==> src/rtl/lcd_write_sequencer.sv <==
// HD44780 4-bit write engine: power-up delay, fixed init sequence, then
// command/data bytes split into two timed enable strobes with busy waits.
// Optional build macro: LCD_FIFO_EN adds a 4-entry write FIFO in front of
// the engine; without it the engine handshakes directly with the requester.
module lcd_write_sequencer #(
  parameter int unsigned T_POWERUP = 750000,
  parameter int unsigned T_PULSE   = 25,
  parameter int unsigned T_WAIT    = 2000,
  parameter int unsigned T_CLR     = 82000
) (
  input  logic       clk,
  input  logic       rst,
  input  logic       in_valid,
  input  logic       in_rs,
  input  logic [7:0] in_data,
  output logic       in_ready,
  output logic       init_done,
  output logic       lcd_rs,
  output logic       lcd_rw,
  output logic       lcd_en,
  output logic [3:0] lcd_d
);

  localparam logic [19:0] C_PWR   = 20'(T_POWERUP);
  localparam logic [19:0] C_PULSE = 20'(T_PULSE);
  localparam logic [19:0] C_WAIT  = 20'(T_WAIT);
  localparam logic [19:0] C_CLR   = 20'(T_CLR);

  typedef enum logic [2:0] {
    S_PWRUP, S_IDLE, S_SETUP, S_PULSE, S_HOLD, S_GAP, S_WAIT
  } state_t;

  state_t      state_q, state_d;
  logic [19:0] cnt_q, cnt_d;
  logic [2:0]  step_q, step_d;
  logic        init_q, init_d;
  logic        low_q, low_d;
  logic        rs_q, rs_d;
  logic [3:0]  nib_q, nib_d;
  logic [7:0]  byte_q, byte_d;

  logic        eng_valid;
  logic        eng_rs;
  logic [7:0]  eng_data;
  logic        accept;
  logic [19:0] wait_sel;

  // Init items 0..3 are single nibbles (low 4 bits), 4..7 are full bytes.
  function automatic logic [7:0] init_item(input logic [2:0] s);
    case (s)
      3'd0, 3'd1, 3'd2: return 8'h03;
      3'd3:             return 8'h02;
      3'd4:             return 8'h28;
      3'd5:             return 8'h0C;
      3'd6:             return 8'h01;
      default:          return 8'h06;
    endcase
  endfunction

  assign accept = (state_q == S_IDLE) && init_q && eng_valid;

`ifdef LCD_FIFO_EN
  logic [8:0] mem_q [4];
  logic [1:0] wr_q, rd_q;
  logic [2:0] count_q;
  logic       push;

  assign push      = in_valid && in_ready;
  assign in_ready  = init_q && (count_q != 3'd4);
  assign eng_valid = (count_q != 3'd0);
  assign eng_rs    = mem_q[rd_q][8];
  assign eng_data  = mem_q[rd_q][7:0];

  // FIFO storage; contents need no reset since count gates validity.
  always_ff @(posedge clk) begin
    if (push) mem_q[wr_q] <= {in_rs, in_data};
  end

  // FIFO pointers and occupancy; pop happens on the engine accept edge.
  always_ff @(posedge clk) begin
    if (rst) begin
      wr_q    <= 2'd0;
      rd_q    <= 2'd0;
      count_q <= 3'd0;
    end else begin
      if (push)   wr_q <= wr_q + 2'd1;
      if (accept) rd_q <= rd_q + 2'd1;
      count_q <= count_q + {2'b0, push} - {2'b0, accept};
    end
  end
`else
  assign in_ready  = (state_q == S_IDLE) && init_q;
  assign eng_valid = in_valid;
  assign eng_rs    = in_rs;
  assign eng_data  = in_data;
`endif

  // Early init nibbles have fixed waits; bytes use clear/home detection.
  always_comb begin
    wait_sel = C_WAIT;
    if (!init_q && !step_q[2])
      wait_sel = step_q[1] ? C_WAIT : C_CLR;
    else if (!rs_q && (byte_q == 8'h01 || byte_q == 8'h02 || byte_q == 8'h03))
      wait_sel = C_CLR;
  end

  // State register with synchronous reset back to the power-up delay.
  always_ff @(posedge clk) begin
    if (rst) begin
      state_q <= S_PWRUP;
      cnt_q   <= C_PWR;
      step_q  <= 3'd0;
      init_q  <= 1'b0;
      low_q   <= 1'b0;
      rs_q    <= 1'b0;
      nib_q   <= 4'h0;
      byte_q  <= 8'h00;
    end else begin
      state_q <= state_d;
      cnt_q   <= cnt_d;
      step_q  <= step_d;
      init_q  <= init_d;
      low_q   <= low_d;
      rs_q    <= rs_d;
      nib_q   <= nib_d;
      byte_q  <= byte_d;
    end
  end

  // Next-state logic; the shared counter times whichever state is active.
  always_comb begin
    logic       do_launch;
    logic [2:0] launch_step;
    logic [7:0] item;
    state_d     = state_q;
    cnt_d       = cnt_q;
    step_d      = step_q;
    init_d      = init_q;
    low_d       = low_q;
    rs_d        = rs_q;
    nib_d       = nib_q;
    byte_d      = byte_q;
    do_launch   = 1'b0;
    launch_step = 3'd0;
    item        = 8'h00;
    case (state_q)
      S_PWRUP: begin
        if (cnt_q == 20'd1) do_launch = 1'b1;
        else cnt_d = cnt_q - 20'd1;
      end
      S_IDLE: begin
        if (accept) begin
          state_d = S_SETUP;
          rs_d    = eng_rs;
          byte_d  = eng_data;
          nib_d   = eng_data[7:4];
          low_d   = 1'b0;
        end
      end
      S_SETUP: begin
        state_d = S_PULSE;
        cnt_d   = C_PULSE;
      end
      S_PULSE: begin
        if (cnt_q == 20'd1) state_d = S_HOLD;
        else cnt_d = cnt_q - 20'd1;
      end
      S_HOLD: begin
        if (low_q) begin
          state_d = S_WAIT;
          cnt_d   = wait_sel;
        end else begin
          state_d = S_GAP;
          cnt_d   = C_PULSE;
        end
      end
      S_GAP: begin
        if (cnt_q == 20'd1) begin
          state_d = S_SETUP;
          nib_d   = byte_q[3:0];
          low_d   = 1'b1;
        end else begin
          cnt_d = cnt_q - 20'd1;
        end
      end
      S_WAIT: begin
        if (cnt_q != 20'd1) begin
          cnt_d = cnt_q - 20'd1;
        end else if (init_q) begin
          state_d = S_IDLE;
        end else if (step_q == 3'd7) begin
          state_d = S_IDLE;
          init_d  = 1'b1;
        end else begin
          do_launch   = 1'b1;
          launch_step = step_q + 3'd1;
        end
      end
      default: begin
        state_d = S_PWRUP;
        cnt_d   = C_PWR;
      end
    endcase
    if (do_launch) begin
      item    = init_item(launch_step);
      state_d = S_SETUP;
      step_d  = launch_step;
      rs_d    = 1'b0;
      byte_d  = item;
      if (!launch_step[2]) begin
        nib_d = item[3:0];
        low_d = 1'b1;
      end else begin
        nib_d = item[7:4];
        low_d = 1'b0;
      end
    end
  end

  assign init_done = init_q;
  assign lcd_en    = (state_q == S_PULSE);
  assign lcd_rs    = rs_q;
  assign lcd_d     = nib_q;
  assign lcd_rw    = 1'b0;

endmodule
==> config.mk <==
export PLATFORM = sky130hd
export DESIGN_NAME = lcd_write_sequencer
export DESIGN_NICKNAME = d
export VERILOG_FILES = /design/src/rtl/lcd_write_sequencer.sv
export SDC_FILE = /design/constraint.sdc
export NUM_CORES = 1
export LEC_CHECK = 0
export BUFFER_PORTS_ARGS = -buffer_cell sky130_fd_sc_hd__buf_2
export CAP_MARGIN = 20
export CORE_UTILIZATION = 54
export CTS_CLUSTER_DIAMETER = 50
export DETAILED_ROUTE_END_ITERATION = 10
export GPL_ROUTABILITY_DRIVEN = 0
export GPL_TIMING_DRIVEN = 0
export PLACE_DENSITY = 0.76
export SYNTH_ARGS = -nofsm -noshare
export SYNTH_HDL_FRONTEND = slang
export SYNTH_SLANG_ARGS = --single-unit
==> constraint.sdc <==
create_clock -name clk -period 2.3 [get_ports clk]
set_input_delay 0.46 -clock clk [delete_from_list [all_inputs] [get_ports clk]]
set_output_delay 0.46 -clock clk [all_outputs]
set_load 0.1 [all_outputs]
==> results of run 1 <==
-- timing repair --
action / in CTS / in global routing
resized for setup: 40 / 41
pin swaps: 15 / 17
setup buffers: 13 / 4
gates cloned: 2 / 0
setup endpoints to repair: 43 / 41
-- critical path, cell delays in order, from the launching register on --
cell,delay [ps]
dfxtp_2,380
ha_4,140
or4b_4,490
or4_4,530
o31ai_4,340
buf_4,180
or4_4,110
a221o_1,110
-- metrics by stage --
stage / cells / utilization [%] / total power, mW
floorplan: 332 / - / 0.8269
global placement: 403 / 61.78 / 0.8616
detailed placement: 403 / 61.78 / 0.8645
CTS: 424 / 69.08 / 1.352
global route: 426 / 72.31 / 1.442
finish: 426 / 72.31 / 1.383
-- metal layers --
layer  vias up  global-route usage, %
li1       1347                      -
met1      1359                  44.22
met2       140                  54.07
met3        29                  5.063
met4         0                  12.64
met5         -                      0
-- flip-flops by register name (all words and copies together), names as in the netlist --
name       flops
lcd_rs         1
step_q         3
cnt_q         20
byte_q         8
init_done      1
low_q          1
lcd_d          4
state_q        3
-- cell usage after synthesis, drive strengths merged (4+ instances only) --
cell type	count
dfxtp	41
nand2	37
a21oi	30
nor2	20
clkbuf	16
o21ai	16
nand3	14
nor3	14
o31ai	10
or3	9
or4	9
inv	8
and2	7
buf	7
or2	7
a31oi	6
nor4	6
o211ai	6
a311oi	5
ha	4
xnor2	4
-- cell families after synthesis --
logic type,Yosys count
simple gates,138
compound gates,109
flops,41
buf+inv,31
fa+ha+maj,6
xor+xnor,5
other cells,1
mux,1
-- worst min-delay path by stage --
stage,to,slack [ps],startpoint,cells past startpoint
after floorplan,byte_q[6]$_SDFFE_PP0P_,440,byte_q[6]$_SDFFE_PP0P_,2
after global placement,byte_q[4]$_SDFFE_PP0P_,440,byte_q[4]$_SDFFE_PP0P_,2
after detailed placement,byte_q[6]$_SDFFE_PP0P_,460,byte_q[6]$_SDFFE_PP0P_,2
after CTS,lcd_rs$_SDFFE_PP0P_,390,in_rs,3
after global routing,lcd_rs$_SDFFE_PP0P_,400,in_rs,3
final,lcd_rs$_SDFFE_PP0P_,400,in_rs,3
-- where the power goes --
part,total (mW),switching [mW],internal [mW]
sequential,0.745,0.0164,0.729
combinational,0.157,0.0854,0.0713
clock,0.482,0.271,0.211
total,1.38,0.372,1.01
-- area by class of cell --
type,count,area share (%)
multi-input combinational,260,56.82
buffer,19,3.803
timing repair buffer,38,8.260
sequential,41,25.66
clock inverter,2,0.3073
inverter,8,0.9220
clock buffer,6,2.228
tap,52,1.998
==> metrics.md, run 1 <==
| Metric | Value |
|---|---|
| CTS Root Buffer Type | `clkbuf_8` |
| WS Path Type | `flip-flop to flip-flop` |
| Worst Skew | `between 10 and 15 ps` |
| Mux cell area share after synthesis | `0.3835%` |
| Post-synthesis sequential area ratio | `31.45%` |
| Die Ht | `a little over 70 µm` |
| Post-route cell area | `~3300 µm²` |
| Nature of the critical path endpoint | `flip-flop` |
| Io pins | `21` |
| Post-synthesis compound-gate area fraction | `between 20% and 30%` |
| Total CTS buffers | `5` |
| RSZ-0062 raised after global routing | `true` |
| Synth Area in Adders | `2.685%` |
| Status | `complete, but fails checks` |
| Area share of the largest cell type after synthesis | `between 30% and 40%` |
| VDD IR max | `between 0.0003 and 0.0004 V` |
| Top routing layer in use | `met4` |
| CTS Sinks | `a little over 40` |
| Final min period | `between 2000 and 2500 ps` |
| Area of the core | `4504 µm²` |
| Placed Area | `between 2000 and 3000 µm²` |
| Clk pin slew, worst setup/hold paths | `90 ps` |
| Reg-to-reg critical path startpoint | `cnt_q[0]$_SDFFE_PP0P_` |
| WL met3 | `about 550 µm` |
| Initial antenna violation count | `0` |
| All-Layer GR Usage | `between 30 and 40%` |
| Final Max Slew Viols | `0` |
| Syn. warnings | `0` |
| Htree depth | `2` |
| Max Clk Rate | `0.4268 GHz` |
| DR iter-0 viols | `between 300 and 400` |
| Reg2Reg Depth | `7` |
| Area of the multi-input gates | `between 1500 and 2000 µm²` |
| Synth unique cells | `slightly below 70` |
| Post-synthesis xor/xnor area fraction | `under 10%` |
| Vias/cell | `around 6.7` |
| Max_slew headroom | `a little under three fifths` |
| Crit path launch type | `flip-flop` |
| Pwr Density | `424.7 nW/µm²` |
| Area Overhead vs Synth | `24.78%` |
| Clock buffer depth | `2` |
| Critical Path AT | `about 2600 ps` |
| N_diodes | `0` |
| Skew-Pair Late Insertion Delay | `around 300 ps` |
| Die W | `71.52 µm` |
| Vias in the first global route | `~2600` |
| WHS | `400.1 ps` |
| Worst-path fanout max | `6` |
| Leak | `between 1 and 1.5 nW` |
| Flop2flop setup slack | `-40 ps` |
| Port bufs | `19` |
| Pin count of the biggest net entering global routing | `13` |
| Most frequent cells in the layout | `nand2_1, dfxtp_1, a21oi_1, nor2_1, buf_2` |
| DRC errors left | `0` |
| Std-Cell Rows | `24` |
| Gate Count Post-Synth | `332` |
| Avg WL per Cell | `19.28 µm` |
| Violated checks | `negative setup slack` |
| Mapped Area | `between 2000 and 3000 µm²` |
| Met2 WL post-DR | `around 4 mm` |
| Vias | `2875` |
| Full die area | `5115 µm²` |
| Layout Nets | `just under 400` |
| DP HPWL | `~5.4 mm` |
| Start point of the critical path | `cnt_q[0]$_SDFFE_PP0P_` |
| Reg2reg end | `cnt_q[4]$_SDFFE_PP1P_` |
| Mapped Nets | `348` |
| Worst Setup EP | `cnt_q[4]$_SDFFE_PP1P_` |
| Fill cells | `~360` |
| Global-route wire length before repair | `about 13 mm` |
| Ranking of synthesized cells by area | `dfxtp_1, a21oi_1, nand2_1, nor2_1, nand3_1` |
| Simple-gate portion of the synthesized area | `approximately 29%` |
| Post-Route WL | `between 8 and 9 mm` |
| Share of layout cells above drive strength 1 | `29.95%` |
| Setup TNS Final | `-351.9 ps` |
| Starting density of the core | `just under 60%` |
| Worst-margin pin slew | `648.8 ps` |
| FF/Latch Area | `~840 µm²` |
| Largest family of logic cells by synthesized area | `compound AO/OA/AOI/OAI gates` |
| Req. time, crit path | `~2600 ps` |
| # hold bufs at CTS | `0` |
| Number of synthesized register bits | `just over 40` |
| TritonRoute pass-1 iters | `5` |
| Maxcap violations | `0` |
| Post-Place Worst Slack | `-369.9 ps` |
| Syn_area_per_cell | `7.861 µm²` |
| Tcrit/Tclk final | `101.9%` |
| Final setup vio count | `15` |
| Antenna Nets Post-Route | `0` |
| M1 WL | `about 3.4 mm` |
| Final Hold Vio Count | `0` |
| Number of synthesized flops with an enable pin | `0` |
| Global route total overflow | `0` |
| Async S/R FF share, synth | `0%` |
| Worst setup margin | `-42.78 ps` |
| Top_reg_cell synth | `dfxtp_1` |
| Synth area leader | `dfxtp_1` |
| HP Class | `primary input to flip-flop` |
| CTS tree | `done` |
No activity file was read; power rests on OpenSTA's default activity.
==> run 2: changes to the inputs <==
--- a/config.mk
+++ b/config.mk
@@ -14,4 +14,5 @@
 export GPL_TIMING_DRIVEN = 0
 export PLACE_DENSITY = 0.76
+export RECOVER_POWER = 50
 export SYNTH_ARGS = -nofsm -noshare
 export SYNTH_HDL_FRONTEND = slang
==> constraint.sdc (replaced) <==
create_clock -name clk -period 2.3 [get_ports clk]
set_input_delay 0.69 -clock clk [delete_from_list [all_inputs] [get_ports clk]]
set_output_delay 0.69 -clock clk [all_outputs]
set_load 0.1 [all_outputs]
==> run 2 against run 1 <==
The run still ends with negative setup slack left. Design area increased by 3.5%. Critical path type unchanged. First-iteration DRC count increased by 8.4%. Worst hold slack improved by 62 ps. Die area unchanged. Via count increased by 4.0%. Cell count increased by 1.2%. Combinational power increased by 4%. Sequential power about the same. Fmax decreased by 3.0%. Sequential cell count unchanged. Routed wire length increased by 3.7%.
==> metrics.md, run 2 (synthesis gave the netlist of run 1 again) <==
| Metric | Value |
|---|---|
| Maxcap violations | `0 (unchanged)` |
| Antenna Nets Post-Route | `0 (unchanged)` |
| Std-Cell Rows | `24 (unchanged)` |
| Pin count of the biggest net entering global routing | `14 (+1)` |
| WS Path Type | `flip-flop to flip-flop` |
| Final Max Slew Viols | `0 (unchanged)` |
| Violated checks | `negative setup slack` |
| Total CTS buffers | `5 (unchanged)` |
| DRC errors left | `0 (unchanged)` |
| Tcrit/Tclk final | `105.0% (+3.1 points)` |
| Critical path's slowest cell | `or4_4` |
| Buffer and inverter count on the worst path | `3 (+2)` |
| Max Clk Rate | `0.4141 GHz (-3.0%)` |
| Largest Register | `cnt_q` |
| Worst-path fanout max | `6 (unchanged)` |
| Pwr Density | `425.8 nW/µm² (+0.26%)` |
| Io pins | `21 (unchanged)` |
| Max FFs per register | `20 (unchanged)` |
| Vias in the first global route | `2707 (+3.0%)` |
| CTS Sinks | `41 (unchanged)` |
| Avg WL per Cell | `19.76 µm (+2.5%)` |
| Layout Nets | `394 (+1.3%)` |
| Worst-path cell chain | `inv_2, ha_4, or4b_4, or4_4, o21ai_4, buf_6, buf_4, xnor2_2, o21ai_1` |
| Critical Path AT | `2600 ps (about the same)` |
| Final min period | `2415 ps (+72.02 ps)` |
| HP Class | `flip-flop to flip-flop` |
| Most frequent cells in the layout | `nand2_1, dfxtp_1, a21oi_1, buf_4, nor2_1` |
| Starting density of the core | `57.94% (unchanged)` |
| Reg-to-reg critical path startpoint | `cnt_q[1]$_SDFFE_PP0P_` |
| Path length in cells of the critical path | `9 (+2)` |
| # hold bufs at CTS | `0 (unchanged)` |
| CTS tree | `done` |
| Skew-Pair Late Insertion Delay | `310 ps (about the same)` |
| Worst setup margin | `-114.8 ps (-72.02 ps)` |
| Req. time, crit path | `2490 ps (-60 ps)` |
| Crit path launch type | `flip-flop` |
| Clock buffer depth | `2 (unchanged)` |
| # placed instances | `403 (unchanged)` |
| Global-route wire length before repair | `13.21 mm (-0.73%)` |
| Status | `complete, but fails checks` |
| Flop2flop setup slack | `-110 ps (-70 ps)` |
| Nature of the critical path endpoint | `flip-flop` |
| Port bufs | `19 (unchanged)` |
| VDD IR max | `0.0002920 V (-21%)` |
| Reg2Reg Depth | `9 (+2)` |
| Global route total overflow | `0 (unchanged)` |
| TritonRoute pass-1 iters | `5 (unchanged)` |
| Initial antenna violation count | `0 (unchanged)` |
| Share of layout cells above drive strength 1 | `34.30% (+4.4 points)` |
| Hold depth | `2 (-1)` |
| Worst Setup EP | `cnt_q[0]$_SDFFE_PP0P_` |
| Final core utilization | `74.86% (+2.6 points)` |
| Post-Route WL | `8.516 mm (+3.7%)` |
| Final Hold Vio Count | `0 (unchanged)` |
| Vias | `2990 (+4.0%)` |
| RSZ-0062 raised after global routing | `true` |
| Worst Skew | `11.13 ps (+0.4470 ps)` |
| DP HPWL | `5.365 mm (-0.36%)` |
| Area of the multi-input gates | `1901 µm² (+2.7%)` |
| Worst-margin pin slew | `654.1 ps (+5.306 ps)` |
| Reg2reg end | `cnt_q[0]$_SDFFE_PP0P_` |
| Max incr delay on CP | `550 ps (+20 ps)` |
| FF/Latch Area | `837.1 µm² (+0.15%)` |
| Clk pin slew, worst setup/hold paths | `90 ps (about the same)` |
| Die W | `71.52 µm (unchanged)` |
| Most common cell after layout, fill and taps aside | `nand2_1` |
| N_diodes | `0 (unchanged)` |
| Area of the core | `4504 µm² (unchanged)` |
| Full die area | `5115 µm² (unchanged)` |
| Start point of the critical path | `cnt_q[1]$_SDFFE_PP0P_` |
| Final setup vio count | `20 (+5)` |
| Crit path max-delay family | `simple AND/OR/NAND/NOR gates` |
| Leak | `1.251 nW (+5.2%)` |
| Vias/cell | `6.937 (+2.8%)` |
| Max_slew headroom | `56.39% (+0.24 points)` |
| CTS Root Buffer Type | `clkbuf_8` |
| DR iter-0 viols | `363 (+8.4%)` |
| Area Overhead vs Synth | `29.19%` |
| Die Ht | `71.52 µm (unchanged)` |
| Non-filler cells, final | `431 (+1.2%)` |
| All-Layer GR Usage | `32.84% (-0.24 points)` |
| Fill cells | `330 (-7.6%)` |
| Htree depth | `2 (unchanged)` |
[run 2: cell count changes in the layout (fill, tap and decap cells not counted), sizes merged]
cell,before,now
buf,45,42
clkbuf,18,26
[run 2: cell type report]
class	count	share of cell area [%]
well taps	52	1.930
repair buffers	42	9.017
clock buffers	6	2.449
inverters	8	0.8905
multi-input cells	260	56.36
plain buffers	20	4.119
flip-flops and latches	41	24.82
clock inverters	2	0.4082
[run 2: how the worst min path moves through the flow]
stage	startpoint	end	slack [ps]
3_5_place_dp	byte_q[4]$_SDFFE_PP0P_	byte_q[4]$_SDFFE_PP0P_	450
3_3_place_gp	byte_q[4]$_SDFFE_PP0P_	byte_q[4]$_SDFFE_PP0P_	440
2_1_floorplan	byte_q[6]$_SDFFE_PP0P_	byte_q[6]$_SDFFE_PP0P_	440
5_1_grt	byte_q[6]$_SDFFE_PP0P_	byte_q[6]$_SDFFE_PP0P_	490
6_report	byte_q[6]$_SDFFE_PP0P_	byte_q[6]$_SDFFE_PP0P_	460
4_1_cts	byte_q[4]$_SDFFE_PP0P_	byte_q[4]$_SDFFE_PP0P_	470
[run 2: report_power, final]
group	internal (mW)	switching (mW)	leakage [nW]	total, mW
logic	0.0747	0.0882	0.865	0.163
registers	0.729	0.0174	0.334	0.746
clock network	0.244	0.283	0.0512	0.527
[run 2: per-layer routing]
layer,up-vias,global-route usage (%),wire length [µm]
met5,-,0,0
met2,178,54.92,4127
met4,0,14.16,280
met3,34,6.048,738
li1,1364,-,-
met1,1414,41.59,3370
[run 2: tightest hold or removal path, stage by stage, from the launching register on]
cell     delay, ps
dfxtp_1        320
nand2_1         50
a21oi_1         50
[run 2: stage by stage]
stage | instance area [µm²] | hold WS [ps] | worst slack (ps) | setup TNS [ps] | total power [mW]
2_1_floorplan | 2624 | 436.0 | -117.1 | -117.1 | 0.8269
3_3_place_gp | 2784 | 444.8 | -329.6 | -8527 | 0.8617
3_5_place_dp | 2784 | 454.3 | -372.1 | -10010 | 0.8640
4_1_cts | 3148 | 465.7 | -65.53 | -219.9 | 1.395
5_1_grt | 3372 | 490.7 | -145.4 | -2374 | 1.473
6_report | 3372 | 462.1 | -114.8 | -1490 | 1.436
[run 2: repair_timing]
action / 4_1_cts / 5_1_grt
hold endpoints to repair: 0 / 0
endpoints found under the setup margin: 43 / 41
gates resized for setup: 46 / 51
buffers inserted: 15 / 4
cloned: 3 / 1
pin swaps: 8 / 15
